<file path="config.mk">
export PLATFORM = sky130hd
export DESIGN_NAME = rf_wr_arbiter
export DESIGN_NICKNAME = d
export VERILOG_FILES = /design/src/rtl/rf_wr_arbiter.sv
export SDC_FILE = /design/constraint.sdc
export NUM_CORES = 1
export LEC_CHECK = 0
export BUFFER_PORTS_ARGS = -buffer_cell sky130_fd_sc_hd__clkbuf_2
export CAP_MARGIN = 20
export CORE_MARGIN = 2
export CORE_UTILIZATION = 35
export DETAILED_ROUTE_END_ITERATION = 8
export HOLD_SLACK_MARGIN = 0.06
export SYNTH_ARGS = -nofsm -noshare
export SYNTH_HDL_FRONTEND = slang
export SYNTH_SLANG_ARGS = --single-unit
</file>
<file path="constraint.sdc">
create_clock -name clk -period 4.9 [get_ports clk]
set_input_delay 0.98 -clock clk [delete_from_list [all_inputs] [get_ports clk]]
set_output_delay 0.98 -clock clk [all_outputs]
set_load 0.005 [all_outputs]
</file>
<file path="src/rtl/rf_wr_arbiter.sv">
// Round-robin arbiter for the register file write port, with a per-register pending-write scoreboard.
// Optional define RF_WR_FWD_EN: clears busy during the final commit and adds the fwd_hit1/fwd_hit2/fwd_data ports.
module rf_wr_arbiter #(
    parameter int NREQ = 2,
    parameter int AW   = 5,
    parameter int DW   = 32
) (
    input  logic                 clk,
    input  logic                 rst,
    input  logic [NREQ-1:0]      req_valid,
    output logic [NREQ-1:0]      req_ready,
    input  logic [NREQ*AW-1:0]   req_addr,
    input  logic [NREQ*DW-1:0]   req_data,
    output logic                 rf_wr,
    output logic [AW-1:0]        rf_a3,
    output logic [DW-1:0]        rf_wd,
    input  logic                 rsv_valid,
    input  logic [AW-1:0]        rsv_addr,
    output logic                 rsv_ready,
    input  logic [AW-1:0]        q_a1,
    input  logic [AW-1:0]        q_a2,
    output logic                 q_busy1,
    output logic                 q_busy2,
    output logic                 err_underflow
`ifdef RF_WR_FWD_EN
    ,
    output logic                 fwd_hit1,
    output logic                 fwd_hit2,
    output logic [DW-1:0]        fwd_data
`endif
);

    localparam int NREG = 1 << AW;
    localparam int RRW  = (NREQ > 1) ? $clog2(NREQ) : 1;

    logic [RRW-1:0] rr;
    logic [RRW-1:0] win;
    logic [RRW-1:0] cand;
    logic           xfer;
    logic [AW-1:0]  win_addr;
    logic [DW-1:0]  win_data;
    logic [1:0]     cnt [NREG];
    logic           rsv_set;

    // Handshake: a transfer occurs on a rising edge when valid && ready for
    // the same requester; ready may depend on valid, and the requester must
    // hold valid/addr/data stable until it sees ready.
    always_comb begin
        req_ready = '0;
        win       = '0;
        cand      = '0;
        xfer      = 1'b0;
        for (int k = 0; k < NREQ; k++) begin
            cand = RRW'((int'(rr) + k) % NREQ);
            if (!xfer && req_valid[cand]) begin
                xfer            = 1'b1;
                win             = cand;
                req_ready[cand] = 1'b1;
            end
        end
    end

    assign win_addr = req_addr[win*AW +: AW];
    assign win_data = req_data[win*DW +: DW];

    always_ff @(posedge clk or posedge rst) begin
        if (rst) begin
            rr    <= '0;
            rf_wr <= 1'b0;
            rf_a3 <= '0;
            rf_wd <= '0;
        end else begin
            if (xfer) begin
                rr <= (win == RRW'(NREQ - 1)) ? '0 : win + RRW'(1);
            end
            // Writes to r0 are accepted but never reach the RF.
            rf_wr <= xfer && (win_addr != '0);
            if (xfer && (win_addr != '0)) begin
                rf_a3 <= win_addr;
                rf_wd <= win_data;
            end
        end
    end

    assign rsv_ready = (rsv_addr == '0) || (cnt[rsv_addr] != 2'd3);
    assign rsv_set   = rsv_valid && rsv_ready && (rsv_addr != '0);

    // The registered commit (rf_wr/rf_a3) is what retires a reservation.
    always_ff @(posedge clk or posedge rst) begin
        if (rst) begin
            for (int r = 0; r < NREG; r++) begin
                cnt[r] <= 2'd0;
            end
            err_underflow <= 1'b0;
        end else begin
            for (int r = 1; r < NREG; r++) begin
                if (rsv_set && (rsv_addr == AW'(r)) && !(rf_wr && (rf_a3 == AW'(r)))) begin
                    cnt[r] <= cnt[r] + 2'd1;
                end else if (rf_wr && (rf_a3 == AW'(r)) && !(rsv_set && (rsv_addr == AW'(r)))
                             && (cnt[r] != 2'd0)) begin
                    cnt[r] <= cnt[r] - 2'd1;
                end
            end
            if (rf_wr && (cnt[rf_a3] == 2'd0) && !(rsv_set && (rsv_addr == rf_a3))) begin
                err_underflow <= 1'b1;
            end
        end
    end

`ifdef RF_WR_FWD_EN
    assign fwd_hit1 = rf_wr && (q_a1 != '0) && (rf_a3 == q_a1) && (cnt[q_a1] == 2'd1);
    assign fwd_hit2 = rf_wr && (q_a2 != '0) && (rf_a3 == q_a2) && (cnt[q_a2] == 2'd1);
    assign fwd_data = rf_wd;
    assign q_busy1  = (q_a1 != '0) && (cnt[q_a1] != 2'd0) && !fwd_hit1;
    assign q_busy2  = (q_a2 != '0) && (cnt[q_a2] != 2'd0) && !fwd_hit2;
`else
    assign q_busy1  = (q_a1 != '0) && (cnt[q_a1] != 2'd0);
    assign q_busy2  = (q_a2 != '0) && (cnt[q_a2] != 2'd0);
`endif

endmodule

</file>
* Word level (Yosys, flattened, before mapping) *
Index checks and enable logic that the tools add are counted.

storage, ports and cells
  register bits = 102
  bits in latches = 0
  bits in writable memories = 0
  memory bits (read-only) = 0
  input port bits = 94
  memories kept = 0

cells by class
  add/subtract/negate cells = 64
  $mul = 1
  divide/modulo/power cells = 0
  order comparisons = 8
  eq/ne operators = 64
  shift-type cells = 2
  mux-type cells = 89
  bitwise logic cells = 5
  reduce and logical (&&, ||, !) cells = 301

operators with widths
  cell                                                         count
  logical AND 1 bit                                            166
  equality test 5 bit (second input constant)                  32
  2-to-1 mux 2 bit                                             72
  nonzero test 2 bit                                           64
  equality test 5 x 4 -> 1 bit (second input constant)         16
  logical NOT 1 bit                                            64
  indexed part select 64 x 7 -> 32 bit                         1
  adder 2 x 1 -> 2 bit (second input constant)                 31
  subtractor 2 x 1 -> 2 bit (second input constant)            31
  binary-select mux 2 bit (select 5 bit)                       4
  equality test 5 x 3 -> 1 bit (second input constant)         8
  >= comparator 6 bit (second input constant)                  4
  inverter 5 -> 6 bit                                          4
  equality test 5 x 2 -> 1 bit (second input constant)         4
  nonzero test 5 bit                                           4
  2-to-1 mux 1 bit                                             11
  equality test 5 x 1 -> 1 bit (second input constant)         2
  indexed part select 10 x 5 -> 5 bit                          1
  equality test 5 bit                                          1
  logical NOT 5 bit                                            1
  less-than comparator 1 x 2 -> 1 bit (second input constant)  2
  multiplier 1 x 3 -> 4 bit (second input constant)            1
  adder 1 bit (second input constant)                          2
  demux 1 bit (select 1 bit)                                   2
  5 further kinds                                              6

* Logic depth before layout (Yosys ltp) *
  depth in word-level cells = 14
  mapped depth = 10
  depth with buffers taken out = 6

* Least setup slack after synthesis *
OpenSTA, ideal clock, no wires.

  kind = input -> output
  start point = input rsv_addr[0]
  end point = output rsv_ready
  data arrival time = 2.614 ns
  data required time = 3.920 ns
  path slack = 1.306 ns
  stages = 8
  buffers on the path = 4
  cells stage by stage = buf_6 buf_6 buf_2 mux4_2 a22oi_1 a22o_1 buf_2 and2_1

between the ends
  word-level cells in the longest chain between the ends = 6

ends and longest elaborated chain
  element                                              RTL line  text
  start: declaration                                   18        input logic [AW-1:0] rsv_addr,
  inverter 5 -> 6 bit (implied by the code)            85        assign rsv_ready = (rsv_addr == '0) || (cnt[rsv_addr] != 2'd3);
  binary-select mux 2 bit (select 5 bit)               85
  2-to-1 mux 2 bit (implied by the code) (2 in a row)  85
  != test 2 bit                                        85
  logical OR 1 bit (*)                                 85
  end: declaration                                     19        output logic rsv_ready,

Mark *: on every way between the ends. The rest lies on a longest branch, timed or not. The select of a mux whose other input is x is not followed.

* Worst setup path in the final report *
Ends and elaborated chain as after synthesis.

==> flow_summary.ini <==
[run_status]
outcome = finished, final reports clean

[power_and_ir_drop]
intPower_mw = 2.128
p_comb_frac = 0.349
p_per_area_nw_per_um2 = 401.1
seq_power_share = 0.426
clkPwrFrac = 0.225
p_leak_nw = 3.896
swShare = 0.4023
p_switching_mw = 1.432
power_mw = 3.561
peakVddDrop_mv = 0.1998

[sta]
max_freq_ghz = 0.2428
finalHoldViolations = 0
setup_violations = 0
max_slew.worst_pin.slew_ns = 0.9216
rsz0062_at_grt = false
fin_crit_sh = 0.8407
slew_violations = 0
clock_skew_ns = 0.01070
slew_headroom = 0.3856
setup_tns_ns = 0
finalWorstPathRequiredPeriod_ns = 4.119

[place]
hpwlAfterDp_mm = 17.40
placed_cells = 1230
numPortBuffers = 137
place_congestion = 0.9589

[cts]
ctsResizeCount = 0
h-tree-depth = 3
clk-insertion-delay-late_ns = 0.36
clock_sinks = 102
clockRootBuffer = clkbuf_16
clk_pin_slew_worst_paths_ns = 0.08
numCtsBuffers = 9
post-cts-setup-buffers = 0
max-clock-path-buffers = 2
cts_tree = built
hold_buffers = 0

[route]
remaining_drc_errors = 0
routed_wl_mm = 23.59
routed_via_density = 5.648
first_iter_violations = 650
wl_per_cell_um = 18.88
via_count = 7054
drt.antenna.violating_nets = 0
first_pass_iters = 5

[global_route]
antenna_found_initial = 0
grt_pass1_vias = 6747
grt_pass1_wl_mm = 37.35
grt_overflow = 0
grtUsageTotal = 0.2110
grt_max_degree = 50

[finish]
final_cells = 1249
fill_cells = 2127
drive_gt1_frac = 0.2628
area_growth_pct = 16.54
antenna_cells = 0
nets = 1063

[worst_setup_path]
r2r-end = rf_wd[3]
critPathCaptureType = primary output
cp-start-kind = primary input
r2r_cells = 5
worst-endpoint-arrival_ns = 3.14
crit_required_ns = 3.92
r2r-start = rr
r2r_setup_slack_ns = 2.30
path_class = in2out
critPathLaunch = rsv_addr[0]
critPathMaxFanout = 15
crit_end = rsv_ready

[logic_synthesis]
async_reset_ff_frac = 1.000
avgSynthCellArea_um2 = 8.847
yosys.cell_types.count = 55
synth_area_um2 = 7617
ys_seq_area_frac = 0.3351
synth_ff_type = dfrtp_1
yosysWarnings = 2
synth_nets = 955
synth_edf_count = 0
ys_seq_elements = 102
synth_cells = 861

[die]
die_h_um = 151.5
rows = 53
die_w_um = 151.5
core_um2 = 21220
die_area_um2 = 22960
start_util = 0.3590
boundaryPins = 138

[min_path]
hold_class = reg2reg

[run]
max-cap-violations = 0
-- power groups by stage --
stage | Clock (mW) | Combinational [mW] | Sequential (mW)
6_report | 0.800 | 1.24 | 1.52
5_1_grt | 0.861 | 1.37 | 1.55
4_1_cts | 0.832 | 1.23 | 1.50
3_5_place_dp | 0 | 1.23 | 1.51
3_3_place_gp | 0 | 1.22 | 1.51
2_1_floorplan | 0 | 0.961 | 1.32
-- metrics by stage --
| step | instance area [um2] | utilization | hold slack, ns | worst slack, ns |
|---|---|---|---|---|
| floorplan | 7617 | - | 0.4510 | 1.245 |
| global placement | 8517 | 0.4014 | 0.4490 | 0.8003 |
| detailed placement | 8517 | 0.4014 | 0.4636 | 0.7982 |
| CTS | 8837 | 0.4165 | 0.4906 | 0.7973 |
| global route | 8877 | 0.4183 | 0.5000 | 0.6292 |
| finish | 8877 | 0.4183 | 0.4835 | 0.7808 |
-- Yosys cell counts, types with 4 or more instances --
cell type,count,area (um2)
a211oi_1,10,75.07
a21boi_1,5,37.54
a21oi_1,16,80.08
a22o_1,10,87.58
a22oi_1,4,30.03
a2bb2oi_1,14,122.6
a32o_1,16,160.2
and2_1,24,150.1
and3_1,29,181.4
buf_1,6,22.52
buf_2,9,45.04
clkbuf_1,35,131.4
dfrtp_1,102,2552
inv_1,9,33.78
mux2_2,42,473.0
mux2i_1,12,120.1
mux4_2,31,698.2
nand2_1,176,660.6
nand3_1,13,65.06
nand3b_1,13,97.59
nor2_1,100,375.4
nor2b_1,13,81.33
nor3_1,12,60.06
nor3b_1,4,30.03
o2111ai_1,31,271.5
o2111ai_2,5,75.07
o21ai_0,26,130.1
o21ai_1,5,25.02
o21bai_1,21,157.7
o22a_1,7,61.31
o31ai_1,4,30.03
xnor2_1,15,131.4
-- flip-flops by register name, indices dropped and copies added (netlist names) --
name and count:
err_underflow 1, rf_wr 1, rf_a3 5, rf_wd 32, cnt 62, rr 1
-- cells in the final DEF (no fill, tap or decap), types with 3 or more instances in the layout --
| cell | instances |
|---|---|
| a21boi_1 | 5 |
| o211ai_1 | 3 |
| nor2b_1 | 13 |
| a211o_1 | 3 |
| nand2_1 | 176 |
| a22oi_1 | 4 |
| a2bb2oi_1 | 14 |
| o21ai_0 | 25 |
| o21bai_1 | 21 |
| a211oi_1 | 10 |
| nand3b_1 | 13 |
| o2111ai_2 | 5 |
| clkbuf_2 | 137 |
| nor3_1 | 12 |
| dfrtp_1 | 102 |
| nor2_1 | 100 |
| buf_4 | 14 |
| o22a_1 | 7 |
| mux2_2 | 42 |
| o21ai_1 | 5 |
| a32o_1 | 16 |
| clkbuf_16 | 9 |
| a21oi_1 | 16 |
| mux2i_1 | 12 |
| nand2b_1 | 3 |
| a22o_1 | 10 |
| xor2_1 | 3 |
| nand3_1 | 13 |
| mux4_2 | 31 |
| inv_1 | 8 |
| o2111ai_1 | 31 |
| and3_1 | 29 |
| and2_1 | 24 |
| xnor2_1 | 15 |
| nor3b_1 | 3 |
| o31ai_1 | 4 |
-- kinds of logic after synthesis --
group / synth area share
DFF: 0.3351
and+or+nand+nor: 0.2362
xor gates and xnor gates: 0.02070
buffers and inverters: 0.03926
muxes: 0.1695
AOI/OAI and AO/OA: 0.1992
-- final cells by class --
type / count / area [um2] / share of cell area
Inverter: 9 / 36.28 / 0.004087
Multi-Input combinational cell: 693 / 4793 / 0.5400
Tap cell: 275 / 344.1 / 0.03876
Clock buffer: 9 / 225.2 / 0.02537
Clock inverter: 7 / 95.09 / 0.01071
Timing Repair Buffer: 154 / 830.8 / 0.09359
Sequential cell: 102 / 2552 / 0.2875
-- how the worst min path moves through the flow --
stage	startpoint	to	slack, ns	cells after the start
2_1_floorplan	err_underflow	err_underflow	0.45	1
3_3_place_gp	err_underflow	err_underflow	0.45	1
3_5_place_dp	err_underflow	err_underflow	0.46	1
4_1_cts	err_underflow	err_underflow	0.49	1
5_1_grt	err_underflow	err_underflow	0.50	1
6_report	err_underflow	err_underflow	0.48	1
-- metal layers --
| metal | share of wire | GRT usage |
|---|---|---|
| met2 | 0.44 | 0.3217 |
| met5 | 0 | 0 |
| met3 | 0.089 | 0.05539 |
| met4 | 0.015 | 0.05093 |
| met1 | 0.46 | 0.2998 |
-- critical path, cell delays in order --
cell and delay [ns]:
clkbuf_2 0.29, buf_4 0.29, mux4_2 0.51, a32oi_1 0.17, o311a_1 0.19, buf_4 0.21
or2_2 0.19, and2_1 0.16, clkbuf_2 0.12
(Power assumes the default switching activity.)
